$ cat src/rtl/imm_encode.sv
// Immediate encoder: packs a 32-bit immediate into RISC-V instruction bits [31:7]
// for the I/S/B/U/J formats and flags values the chosen format cannot represent.
module imm_encode (
  input  logic        clk,
  input  logic        rst_n,
  input  logic        in_valid,
  output logic        in_ready,
  input  logic [2:0]  ImmSrc,
  input  logic [31:0] imm_in,
  output logic        out_valid,
  input  logic        out_ready,
  output logic [24:0] imm_field,
  output logic        imm_err,
  output logic [7:0]  err_count
);

  localparam logic [2:0] SRC_I = 3'd0;
  localparam logic [2:0] SRC_S = 3'd1;
  localparam logic [2:0] SRC_B = 3'd2;
  localparam logic [2:0] SRC_U = 3'd3;
  localparam logic [2:0] SRC_J = 3'd4;

  // Handshake: a side transfers on any cycle where its valid and ready are both high.
  logic        s1_valid_q, s1_valid_d;
  logic [2:0]  s1_src_q, s1_src_d;
  logic [31:0] s1_imm_q, s1_imm_d;
  logic        s1_err_q, s1_err_d;
  logic        out_valid_q, out_valid_d;
  logic [24:0] imm_field_q, imm_field_d;
  logic        imm_err_q, imm_err_d;
  logic [7:0]  err_count_q, err_count_d;

  logic        s2_adv;
  logic        s1_adv;
  logic        chk_err;
  logic [24:0] pack_field;

  // Representability is judged on the raw request so S2 only has to pack.
  always_comb begin
    chk_err = 1'b1;
    case (ImmSrc)
      SRC_I, SRC_S: chk_err = !((&imm_in[31:11]) || (~|imm_in[31:11]));
      SRC_B:        chk_err = !((&imm_in[31:12]) || (~|imm_in[31:12])) || imm_in[0];
      SRC_U:        chk_err = |imm_in[11:0];
      SRC_J:        chk_err = !((&imm_in[31:20]) || (~|imm_in[31:20])) || imm_in[0];
      default:      chk_err = 1'b1;
    endcase
  end

  // Field bit k corresponds to instruction bit k+7.
  always_comb begin
    pack_field = '0;
    case (s1_src_q)
      SRC_I: pack_field[24:13] = s1_imm_q[11:0];
      SRC_S: begin
        pack_field[24:18] = s1_imm_q[11:5];
        pack_field[4:0]   = s1_imm_q[4:0];
      end
      SRC_B: begin
        pack_field[24]    = s1_imm_q[12];
        pack_field[23:18] = s1_imm_q[10:5];
        pack_field[4:1]   = s1_imm_q[4:1];
        pack_field[0]     = s1_imm_q[11];
      end
      SRC_U: pack_field[24:5] = s1_imm_q[31:12];
      SRC_J: begin
        pack_field[24]    = s1_imm_q[20];
        pack_field[23:14] = s1_imm_q[10:1];
        pack_field[13]    = s1_imm_q[11];
        pack_field[12:5]  = s1_imm_q[19:12];
      end
      default: pack_field = '0;
    endcase
  end

  always_comb begin
    s2_adv      = !out_valid_q || out_ready;
    s1_adv      = !s1_valid_q || s2_adv;
    s1_valid_d  = s1_valid_q;
    s1_src_d    = s1_src_q;
    s1_imm_d    = s1_imm_q;
    s1_err_d    = s1_err_q;
    out_valid_d = out_valid_q;
    imm_field_d = imm_field_q;
    imm_err_d   = imm_err_q;
    err_count_d = err_count_q;

    if (s1_adv) begin
      s1_valid_d = in_valid;
      if (in_valid) begin
        s1_src_d = ImmSrc;
        s1_imm_d = imm_in;
        s1_err_d = chk_err;
      end
    end

    if (s2_adv) begin
      out_valid_d = s1_valid_q;
      if (s1_valid_q) begin
        imm_field_d = pack_field;
        imm_err_d   = s1_err_q;
      end
    end

    if (out_valid_q && out_ready && imm_err_q && (err_count_q != 8'hFF)) begin
      err_count_d = err_count_q + 8'd1;
    end
  end

  always_ff @(posedge clk or negedge rst_n) begin
    if (!rst_n) begin
      s1_valid_q  <= 1'b0;
      s1_src_q    <= '0;
      s1_imm_q    <= '0;
      s1_err_q    <= 1'b0;
      out_valid_q <= 1'b0;
      imm_field_q <= '0;
      imm_err_q   <= 1'b0;
      err_count_q <= '0;
    end else begin
      s1_valid_q  <= s1_valid_d;
      s1_src_q    <= s1_src_d;
      s1_imm_q    <= s1_imm_d;
      s1_err_q    <= s1_err_d;
      out_valid_q <= out_valid_d;
      imm_field_q <= imm_field_d;
      imm_err_q   <= imm_err_d;
      err_count_q <= err_count_d;
    end
  end

  assign in_ready  = s1_adv;
  assign out_valid = out_valid_q;
  assign imm_field = imm_field_q;
  assign imm_err   = imm_err_q;
  assign err_count = err_count_q;

endmodule

$ cat config.mk
export PLATFORM = sky130hd
export DESIGN_NAME = imm_encode
export DESIGN_NICKNAME = d
export VERILOG_FILES = /design/src/rtl/imm_encode.sv
export SDC_FILE = /design/constraint.sdc
export NUM_CORES = 1
export LEC_CHECK = 0
export ABC_AREA = 1
export BUFFER_PORTS_ARGS = -buffer_cell sky130_fd_sc_hd__buf_2
export CAP_MARGIN = 20
export CORE_MARGIN = 4
export CORE_UTILIZATION = 49
export DETAILED_ROUTE_END_ITERATION = 6
export PLACE_DENSITY_LB_ADDON = 0.15
export SLEW_MARGIN = 30
export SYNTH_ARGS = -nofsm -noshare
export SYNTH_HDL_FRONTEND = slang
export SYNTH_SLANG_ARGS = --single-unit
$ cat constraint.sdc
create_clock -name clk -period 1.3 [get_ports clk]
set_input_delay 0.13 -clock clk [delete_from_list [all_inputs] [get_ports clk]]
set_output_delay 0.13 -clock clk [all_outputs]
set_load 0.005 [all_outputs]
**Word level (Yosys, flattened, before mapping)**

Index checks and enable logic that the tools add are counted.

- Logic and storage cells: 55
- Output and inout port bits: 36
- Flip-flop bits (word level): 72

- Add/sub/neg operators: 1
- Mux-type cells: 5
- Reductions and logical operators: 32
- Equal/unequal tests: 9

Operators by type and width:

| operator | number |
|---|---|
| 7-bit one-hot mux with 4 select lines | 1 |
| 12-bit OR reduction | 2 |
| 21-bit AND reduction | 1 |
| 21-bit OR reduction | 1 |
| 20-bit AND reduction | 1 |
| 20-bit OR reduction | 1 |
| 5-bit one-hot mux with 3 select lines | 1 |
| 3-bit by 2-bit equality test with 1-bit output (second input constant) | 4 |
| 12-bit AND reduction | 1 |
| 5-bit one-hot mux with 2 select lines | 1 |
| 8-bit by 1-bit adder with 8-bit output (second input constant) | 1 |
| 1-bit logical NOT | 8 |
| 8-bit 2-to-1 mux | 1 |
| 8-bit inequality test (second input constant) | 1 |
| 1-bit logical OR | 7 |
| 3-bit by 1-bit equality test with 1-bit output (second input constant) | 2 |
| 3-bit equality test (second input constant) | 2 |
| 3-bit logical NOT | 2 |
| 2-bit OR reduction | 3 |
| 1-bit one-hot mux with 4 select lines | 1 |
| 2-bit AND reduction | 2 |
| 1-bit logical AND | 3 |

**Logic depth before layout (Yosys ltp)**

Gate-level depths: netlist (run 1).

- Depth after elaboration: 6
- Mapped depth: 10
- Gate-level depth less buffers: 10

**Worst setup path before layout (run 1)**

OpenSTA, ideal clock, no wires.

- Path type: register to register
- From: register err_count_q[0], in the netlist err_count[0]
- To: register err_count_q[5], in the netlist err_count[5]
- Path slack: -0.053 ns
- Cell stages (with the launch flop): 10
- Arrival time: 1.236 ns
- Period minus slack after synthesis: 1.353 ns
- Required time: 1.183 ns
- Buffers on the path: 0
- Setup time: 0.117 ns
- Cells stage by stage: dfrtp_1 ha_1 nand3_1 nor3_2 nand3_1 nand2_2 nor2_1 nand2_1 nand2_1 nand2_1

- Cells in the longest elaborated chain, start to end: 2

RTL lines:

| item | line | source |
|---|---|---|
| start: declaration | 31 | `logic [7:0] err_count_q, err_count_d;` |
| start signal: assignment | 128 | `err_count_q <= err_count_d;` |
| branches (longest 2 deep; another with 8-bit by 1-bit adder with 8-bit output) | -- |  |

Several ways; the timed one is not identified.
A chain may end at the register's enable or synchronous reset.

**Worst setup path in the final report (run 1)**

- From: register err_count_q[1], in the netlist err_count[1]
- To: register err_count_q[7], in the netlist err_count[7]

Same word-level chain as after synthesis.

==> run_results.csv, run 1 <==
group,metric,value,unit
synthesis,synth.cell_area,3400,um^2
place,dpl.hpwl,5.95,mm
routing,number_of_drc_violations_after_detailed_routing_iteration_0,105,
timing,tightestPinTransition,398,ps
cells_and_area,post_route_cells_drive_above_1_share,26.8,%
routing,total_detailed_routing_wirelength,8.17,mm
cells_and_area,postLayoutCoreUtil,65.1,%
clock_network,clock-sinks,72,
setup_path,setup.worst_path.end_class,"flip-flop",
cells_and_area,diodes,0,
setup_path,r2r.worst_path.cells,8,
global_routing,wire_length_of_the_first_global_routing_pass,13.8,mm
worst_hold_path,whs_path_depth,3,
global_routing,track_usage,20.8,%
routing,routedWlPerCell,13.3,um
cells_and_area,fillerInstances,608,
pwr,report.power.total,6.74,mW
synthesis,sequential_share_of_the_synthesized_area,53.0,%
place,io_buffers,74,
timing,slew_violations,0,
run,max-cap-violations,0,
timing,hold_slack,12.6,ps
timing,final_hold_vio_count,0,
synthesis,synth_fp_nets,468,
floorplanning,start_util,50.3,%
global_routing,first_global_vias,3043,
synthesis,synth_warnings,0,
cells_and_area,final_cell_count_no_fill,614,
synthesis,postSynthAreaPerCell,7.94,um^2
routing,final_routed_drc_violation_total,0,
pwr,vdd_drop_max,0.629,mV
synthesis,syn-instance-count,428,
outcome,status,"finished, violations left",
timing,finalSetupViolCount,8,
synthesis,asyncSetResetFlopFracSynth,100,%
worst_hold_path,hold_class,"primary input to flip-flop",
timing,rsz0062_at_grt,"true",
cells_and_area,syn_to_final_growth,29.4,%
place,gpl.final_weighted_congestion,0.825,
timing,period_share,108,%
clock_network,clock_tree.buffer_depth,2,
cells_and_area,final_net_count,569,
timing,worst_clock_skew,11.2,ps
synthesis,synth_cell_type_count,27,
synthesis,ys_seq_elements,72,
floorplanning,core,6760,um^2
routing,dr_vias_cell,4.86,
clock_network,htreeDepth,3,
setup_path,critical_path_peak_fanout,7,
global_routing,grt_max_degree,73,
pwr,pwr_density_cell,1530,nW/um^2
timing,peak_freq,715,MHz
floorplanning,num_rows,30,
timing,relSlewSlack,73.5,%
synthesis,yosys_most_used_dff,"sky130_fd_sc_hd__dfrtp_1",
pwr,total_leakage_power,2.30,nW
clock_network,worst_skew_late_latency,340,ps
place,dp_cells,591,
floorplanning,ios,75,
timing,finalWorstPathRequiredPeriod,1400,ps
routing,drt_pass1_iterations,4,
outcome,failed_checks,"setup timing",
synthesis,synth_enable_flop_cells,0,
global_routing,overflow,0,
global_routing,grt_antenna_before_repair,0,
setup_path,critPathRequiredTime,1530,ps
floorplanning,die_h,91.3,um
place,post-place-ws,-55.8,ps
clock_network,path_clk_slew,80,ps
setup_path,arrival,1630,ps
setup_path,crit_type,"flip-flop to flip-flop",
clock_network,tritoncts.num_buffers,9,
floorplanning,die_area,8330,um^2
clock_network,cts_tree,"yes",
setup_path,setup.worst_path.start_class,"flip-flop",
timing,post-route-worst-setup-slack,-97.9,ps
floorplanning,floorplan.die.width,91.3,um
clock_network,clock_tree.root_cell,"sky130_fd_sc_hd__clkbuf_8",
routing,detailroute.via_count,2985,
routing,final_antenna_net_count,0,
-- synthesized netlist by cell type (2+ instances only) --
cell                       number  area share (%)
sky130_fd_sc_hd__o211ai_1       4            0.88
sky130_fd_sc_hd__nor2_1        41             4.5
sky130_fd_sc_hd__inv_1         49             5.4
sky130_fd_sc_hd__buf_6          3            0.99
sky130_fd_sc_hd__nand4_1        5            0.92
sky130_fd_sc_hd__xor2_1         4             1.0
sky130_fd_sc_hd__o21ai_0       32             4.7
sky130_fd_sc_hd__a21oi_1        2            0.29
sky130_fd_sc_hd__dfrtp_1       72              53
sky130_fd_sc_hd__inv_2          2            0.22
sky130_fd_sc_hd__buf_2          7             1.0
sky130_fd_sc_hd__nand2_1      152              17
sky130_fd_sc_hd__nand3_1       19             2.8
sky130_fd_sc_hd__o31ai_1        8             1.8
sky130_fd_sc_hd__xnor2_1        2            0.52
sky130_fd_sc_hd__clkbuf_1       3            0.33
sky130_fd_sc_hd__nand2_2        2            0.37
sky130_fd_sc_hd__o21ai_1       12             1.8
-- flip-flops by register name, indices dropped and copies added (netlist names) --
register    cells
s1_imm_q       32
imm_field      25
err_count       8
s1_src_q        3
imm_err         1
out_valid       1
s1_err_q        1
s1_valid_q      1
-- area by class of cell --
class,instances,area (um^2),area share (%)
clock buffer,13,179,4.07
clock inverter,3,46.3,1.05
inverter,51,194,4.41
multi-input combinational,292,1430,32.5
sequential,72,1810,41.1
tap,80,100,2.28
timing repair buffer,103,644,14.7
-- cells by family after synthesis --
logic type | after synthesis | share of synthesized area, %
AOI/OAI and AO/OA | 63 | 10.9
xor gates and xnor gates | 6 | 1.55
adders and majority gates | 1 | 0.368
buffers and inverters | 64 | 7.99
DFF | 72 | 53.0
and+or+nand+nor | 222 | 26.2
-- where the power goes --
part / internal, mW / switching, mW
logic: 0.831 / 0.959
clock network: 1.10 / 0.839
registers: 2.69 / 0.318
total: 4.63 / 2.12
-- what timing repair did --
action                                 CTS  global route
hold buffers                             2             0
pin swaps                                1             5
endpoints found under the hold margin   73             0
setup endpoints to repair                7            32
resized for setup                        0            33
setup buffers                            3             2
-- worst max-delay path: stages, from the launching register on --
cell and delay, ps:
sky130_fd_sc_hd__dfrtp_1 390, sky130_fd_sc_hd__ha_4 170, sky130_fd_sc_hd__nand3_4 90, sky130_fd_sc_hd__nor3_4 220
sky130_fd_sc_hd__nand3_2 120, sky130_fd_sc_hd__nand2_4 100, sky130_fd_sc_hd__inv_4 60, sky130_fd_sc_hd__nand2_1 70
sky130_fd_sc_hd__o21ai_0 80
-- through the flow --
stage / TNS (ps) / instance area [um^2]
5_1_grt: -1280 / 4400
6_report: -575 / 4400
3_5_place_dp: -252 / 4000
4_1_cts: -245 / 4270
3_3_place_gp: 0 / 4000
2_1_floorplan: -11.6 / 3410
-- cells in the final DEF, fill, tap and decap left out, drive strengths merged --
master and n:
nand2 154, buf 101, dfrtp 72, inv 52, o21ai 45, nor2 41, nand3 20, clkbuf 13
o31ai 8, nand4 5, xor2 4, o211ai 4, a21oi 4, xnor2 2, dlygate4sd3 2, a31oi 1
nor3 1, and3 1, a41oi 1, ha 1, bufinv 1, clkinvlp 1
-- worst paths after layout --
kind,slack [ps],start,endpoint
min in group asynchronous,330,rst_n,imm_field[1]
setup / recovery,-100,err_count[1],err_count[7]
hold reg to reg,480,imm_field[19],imm_field[19]
hold / removal,10,imm_in[10],s1_imm_q[10]
max in group asynchronous,630,rst_n,s1_imm_q[0]
setup reg to reg,-100,err_count[1],err_count[7]
-- layer usage --
metal / share of wire [%] / global-route usage, %
met3: 4.9 / 3.40
met1: 47 / 27.3
met5: 0 / 0
met4: 1.3 / 8.67
met2: 47 / 34.1
(Power assumes the default switching activity.)
==> run 2, diff against run 1 <==
Settings changed: PLACE_DENSITY set to 0.76, PLACE_DENSITY_LB_ADDON 0.15 to unset, SKIP_LAST_GASP set to 1.
==> run_results.csv, run 2 (synthesis gave the netlist of run 1 again) <==
group,metric,value,unit
outcome,status,"finished, violations left",
outcome,failed_checks,"setup timing",
clock_network,path_clk_slew,80,ps
place,dpl.hpwl,6.07,mm
timing,relSlewSlack,73.6,%
floorplanning,die_h,91.3,um
timing,slew_violations,0,
setup_path,worstSetupStartpoint,"err_count[1]",
routing,final_routed_drc_violation_total,0,
clock_network,cts_tree,"yes",
clock_network,htreeDepth,3,
setup_path,setup.worst_path.start_class,"flip-flop",
cells_and_area,final_cell_count_no_fill,612,
cells_and_area,commonest_cells_after_routing_fill_and_taps_aside,"sky130_fd_sc_hd__nand2_1 (151), sky130_fd_sc_hd__buf_2 (74), sky130_fd_sc_hd__dfrtp_1 (68)",
setup_path,r2r-start,"err_count[1]",
pwr,pwr_density_cell,1490,nW/um^2
timing,worst_clock_skew,8.66,ps
setup_path,cp_slowest_cell,"sky130_fd_sc_hd__dfrtp_1",
setup_path,critPathRequiredTime,1580,ps
pwr,p_comb_share,26.1,%
setup_path,critPathCapture,"err_count[6]",
setup_path,arrival,1640,ps
timing,finalWorstPathRequiredPeriod,1360,ps
setup_path,critical_path_most_common_cell,"sky130_fd_sc_hd__nand3_2",
global_routing,overflow,0,
setup_path,worstPathBufferInverterCount,1,
clock_network,clock_tree.buffer_depth,2,
global_routing,first_global_vias,2937,
floorplanning,die_area,8330,um^2
pwr,intPower,4.37,mW
place,dp_cells,590,
timing,post-route-worst-setup-slack,-57.3,ps
cells_and_area,final_net_count,568,
timing,period_share,104,%
cells_and_area,syn_to_final_growth,26.5,%
run,max-cap-violations,0,
cells_and_area,largest_register,"s1_imm_q",
floorplanning,start_util,50.3,%
cells_and_area,largest_register_ff_count,32,
routing,number_of_drc_violations_after_detailed_routing_iteration_0,194,
pwr,seq_power_share,46.9,%
clock_network,clock_tree.root_cell,"sky130_fd_sc_hd__clkbuf_8",
pwr,vdd_drop_max,0.520,mV
setup_path,setup.worst_path.end_class,"flip-flop",
floorplanning,ios,75,
global_routing,track_usage,20.6,%
routing,routedWlPerCell,13.6,um
timing,peak_freq,737,MHz
timing,tightestPinTransition,396,ps
worst_hold_path,hold_class,"primary input to flip-flop",
setup_path,timing.critical_path.depth,8,
setup_path,r2r-end,"err_count[6]",
global_routing,grt_antenna_before_repair,0,
floorplanning,num_rows,30,
place,placedInstanceArea,3990,um^2
routing,detailroute.via_count,3069,
pwr,report.power.total,6.40,mW
pwr,netSwitchingFraction,31.8,%
timing,finalSetupViolCount,7,
pwr,total_leakage_power,2.26,nW
clock_network,worst_skew_late_latency,350,ps
global_routing,wire_length_of_the_first_global_routing_pass,13.8,mm
routing,final_antenna_net_count,0,
cells_and_area,layout.cells.most_common,"sky130_fd_sc_hd__nand2_1",
timing,final_hold_vio_count,0,
cells_and_area,post_route_cells_drive_above_1_share,25.4,%
clock_network,tritoncts.num_buffers,9,
floorplanning,core,6760,um^2
timing,rsz0062_at_grt,"true",
pwr,switchingPower,2.03,mW
pwr,clock_power_share,27.0,%
floorplanning,floorplan.die.width,91.3,um
routing,drt_pass1_iterations,6,
routing,dr_vias_cell,5.01,
setup_path,critical-path-max-stage-delay,370,ps
place,gpl.final_weighted_congestion,0.824,
place,io_buffers,74,
global_routing,grt_max_degree,73,
setup_path,reg2reg_slack,-60,ps
setup_path,crit_type,"flip-flop to flip-flop",
cells_and_area,finalInstanceArea,4300,um^2
setup_path,r2r.worst_path.cells,8,
cells_and_area,diodes,0,
setup_path,cp_cell_sequence,"ha_2 -> nand3_2 -> nor3_4 -> nand3_2 -> nand2_4 -> inv_4 -> nand2_1 -> xnor2_1",
clock_network,clock-sinks,72,
setup_path,critical_path_peak_fanout,7,
routing,total_detailed_routing_wirelength,8.31,mm
setup_path,worst_path_dominant_cell_family,"simple AND/OR/NAND/NOR gates",
## run 2: cell types whose count changed in the layout (fill, tap and decap cells not counted), sizes merged
cell         before  now
clkinvlp          1    0
clkinv            0    3
buf             101   99
dlygate4sd3       2    3
clkbuf           13   11
inv              52   51
## run 2: worst reg2reg max path: cells and delay by family (launching register included)
kind	cells	cell delay, ps
xor+xnor	1	110
fa+ha+maj	1	200
buf+inv	1	60
flops	1	370
simple gates	5	550
## run 2: power groups by stage
stage               registers [mW]  clock network [mW]  logic [mW]
floorplan                     3.02                   0       0.803
global placement              3.02                   0        1.56
detailed placement            3.03                   0        1.61
CTS                           2.99                1.76        1.63
global route                  3.05                1.85        1.89
finish                        3.00                1.73        1.67
## run 2: final cells by class
| cell class | count | area, um^2 |
|---|---|---|
| Multi-Input combinational cell | 292 | 1390 |
| Tap cell | 80 | 100 |
| Clock buffer | 11 | 141 |
| Clock inverter | 4 | 45.0 |
| Fill cell | 584 | 2460 |
| Sequential cell | 72 | 1810 |
| Inverter | 51 | 194 |
| Timing Repair Buffer | 102 | 626 |
## run 2: how the worst min path moves through the flow
stage | cells after the start | slack, ps | from | to
after detailed placement | 2 | 190 | rst_n | imm_field[2]
final | 3 | 10 | imm_in[8] | s1_imm_q[8]
after global placement | 2 | 190 | rst_n | imm_field[2]
after CTS | 3 | 4 | imm_in[8] | s1_imm_q[8]
after floorplan | 0 | -170 | rst_n | err_count[0]
after global routing | 3 | 10 | imm_in[5] | s1_imm_q[5]
## run 2: layer usage
layer  up-vias  GRT usage (%)  routed length, um
met5         -              0                  0
met4         0           9.05                158
met3        16           4.23                462
met2        81           33.4               4010
met1      1417           26.8               3670
li1       1555              -                  -
## run 2: repair_timing
item                                    4_1_cts  5_1_grt
gates resized for setup                       1       16
endpoints found under the setup margin       15       28
setup buffers                                 1        3
pin swaps                                     0        2
hold endpoints to repair                     74        0
hold buffers                                  3        0
## run 2: stage by stage
step / hold WS [ps] / utilization, % / setup TNS (ps) / setup WS (ps)
6_report: 12.4 / 63.6 / -263 / -57.3
5_1_grt: 14.0 / 63.6 / -1010 / -158
4_1_cts: 4.22 / 62.5 / -225 / -53.6
3_5_place_dp: 187 / 59.1 / -398 / -47.6
3_3_place_gp: 188 / 59.1 / 0 / 14.3
2_1_floorplan: -166 / - / -11.6 / -4.71
==> run 3, diff against run 2 <==
--- a/config.mk
+++ b/config.mk
@@ -9,3 +9,2 @@
 export BUFFER_PORTS_ARGS = -buffer_cell sky130_fd_sc_hd__buf_2
-export CAP_MARGIN = 20
 export CORE_MARGIN = 4
==> constraint.sdc (replaced) <==
create_clock -name clk -period 1.3 [get_ports clk]
set_input_delay 0.065 -clock clk [delete_from_list [all_inputs] [get_ports clk]]
set_output_delay 0.065 -clock clk [all_outputs]
set_load 0.005 [all_outputs]
==> run_results.csv, run 3 (synthesis gave the netlist of run 1 again) <==
group,metric,value,unit
place,post-place-ws,-47.6,ps
cells_and_area,syn_to_final_growth,30.7,%
floorplanning,floorplan.die.width,91.3,um
setup_path,cp_slowest_cell,"sky130_fd_sc_hd__dfrtp_1",
clock_network,path_clk_slew,80,ps
pwr,intPower,4.39,mW
cells_and_area,final_net_count,581,
routing,final_antenna_net_count,0,
clock_network,worst_skew_late_latency,350,ps
setup_path,critical-path-max-stage-delay,370,ps
clock_network,htreeDepth,3,
global_routing,first_global_vias,2986,
run,max-cap-violations,0,
setup_path,critPathRequiredTime,1580,ps
setup_path,arrival,1630,ps
outcome,status,"finished, violations left",
setup_path,reg2reg_slack,-60,ps
floorplanning,die_h,91.3,um
timing,worst_clock_skew,7.52,ps
place,io_buffers,74,
timing,finalSetupViolCount,7,
global_routing,wire_length_of_the_first_global_routing_pass,14.0,mm
timing,finalWorstPathRequiredPeriod,1360,ps
cells_and_area,fillerInstances,568,
setup_path,setup.worst_path.end_class,"flip-flop",
place,dp_cells,590,
setup_path,crit_type,"flip-flop to flip-flop",
cells_and_area,commonest_cells_after_routing_fill_and_taps_aside,"sky130_fd_sc_hd__nand2_1 (150), sky130_fd_sc_hd__buf_2 (73), sky130_fd_sc_hd__dfrtp_1 (68)",
setup_path,worstSetupStartpoint,"err_count[1]",
worst_hold_path,worst_hold_startpoint,"imm_in[18]",
outcome,failed_checks,"setup timing",
setup_path,critical_path_peak_fanout,7,
cells_and_area,final_cell_count_no_fill,625,
timing,setup_tns,-254,ps
global_routing,grt_antenna_before_repair,0,
global_routing,grt_max_degree,73,
clock_network,clock_tree.buffer_depth,2,
worst_hold_path,min_delay_worst_endpoint,"s1_imm_q[18]",
pwr,p_comb_share,26.5,%
setup_path,r2r.worst_path.cells,8,
pwr,clock_power_share,26.9,%
place,dpl.hpwl,6.07,mm
timing,slew_violations,0,
floorplanning,ios,75,
timing,tightestPinTransition,389,ps
timing,relSlewSlack,74.1,%
routing,final_routed_drc_violation_total,0,
cells_and_area,layout.cells.most_common,"sky130_fd_sc_hd__nand2_1",
floorplanning,start_util,50.3,%
setup_path,r2r-start,"err_count[1]",
cells_and_area,finalInstanceArea,4440,um^2
pwr,netSwitchingFraction,31.8,%
pwr,total_leakage_power,2.31,nW
pwr,seq_power_share,46.6,%
timing,hold_slack,15.6,ps
global_routing,track_usage,21.0,%
global_routing,overflow,0,
clock_network,tritoncts.num_buffers,9,
place,gpl.final_weighted_congestion,0.824,
cells_and_area,largest_register,"s1_imm_q",
pwr,pwr_density_cell,1450,nW/um^2
routing,dr_vias_cell,5.03,
pwr,vdd_drop_max,0.539,mV
cells_and_area,postLayoutCoreUtil,65.7,%
routing,number_of_drc_violations_after_detailed_routing_iteration_0,186,
place,placedInstanceArea,3990,um^2
timing,period_share,104,%
cells_and_area,post_route_cells_drive_above_1_share,25.5,%
setup_path,cp_cell_sequence,"ha_2 -> nand3_2 -> nor3_4 -> nand3_2 -> nand2_4 -> inv_4 -> nand2_1 -> xnor2_1",
clock_network,clock_tree.root_cell,"sky130_fd_sc_hd__clkbuf_8",
floorplanning,core,6760,um^2
routing,drt_pass1_iterations,4,
setup_path,r2r-end,"err_count[6]",
cells_and_area,diodes,0,
worst_hold_path,hold_class,"primary input to flip-flop",
routing,total_detailed_routing_wirelength,8.48,mm
timing,peak_freq,738,MHz
setup_path,setup.worst_path.start_class,"flip-flop",
routing,detailroute.via_count,3143,
pwr,switchingPower,2.05,mW
setup_path,critical_path_most_common_cell,"sky130_fd_sc_hd__nand3_2",
timing,final_hold_vio_count,0,
routing,routedWlPerCell,13.6,um
worst_hold_path,whs_path_depth,3,
timing,post-route-worst-setup-slack,-55.8,ps
pwr,report.power.total,6.44,mW
clock_network,clock-sinks,72,
clock_network,cts_tree,"yes",
floorplanning,num_rows,30,
cells_and_area,largest_register_ff_count,32,
timing,rsz0062_at_grt,"true",
floorplanning,die_area,8330,um^2
[run 3: worst max-delay path by stage]
stage                         endpoint  slack (ps)  cells past startpoint
after CTS                 err_count[6]         -50                      8
after global placement    err_count[2]          10                      8
after detailed placement  imm_field[5]         -50                      4
after floorplan           err_count[6]          -5                      8
after global routing      err_count[7]        -160                      8
final                     err_count[6]         -60                      8
[run 3: layout make-up]
type / instances / area [um^2] / share of cell area, %
sequential: 72 / 1810 / 40.7
multi-input combinational: 292 / 1400 / 31.4
timing repair buffer: 115 / 758 / 17.1
inverter: 51 / 194 / 4.37
clock buffer: 11 / 141 / 3.18
tap: 80 / 100 / 2.25
clock inverter: 4 / 45.0 / 1.01
[run 3: power groups by stage]
stage,clock [mW],combinational [mW],sequential [mW]
after global routing,1.85,1.93,3.05
final,1.73,1.71,3.00
after CTS,1.76,1.66,2.99
after floorplan,0,0.803,3.02
after detailed placement,0,1.61,3.03
after global placement,0,1.56,3.02
[run 3: repair_timing]
item / in CTS / in global routing
hold buffers: 16 / 0
setup buffers: 1 / 3
hold endpoints to repair: 87 / 0
setup endpoints to repair: 15 / 28
gates cloned: 0 / 0
gates resized for setup: 1 / 22
pin swaps: 0 / 4
[run 3: layer usage]
| layer | track usage [%] | vias to the layer above | share of wire (%) |
|---|---|---|---|
| met5 | 0 | - | 0 |
| met2 | 33.9 | 75 | 49 |
| li1 | - | 1580 | - |
| met1 | 27.5 | 1472 | 45 |
| met4 | 9.05 | 0 | 1.9 |
| met3 | 4.31 | 16 | 4.3 |
[run 3: worst max-delay path, delay by kind of cell (launching register included)]
family | cells | cell delay [ps]
buffers and inverters | 1 | 60
xor gates and xnor gates | 1 | 110
DFF | 1 | 370
adders and majority gates | 1 | 200
and+or+nand+nor | 5 | 550
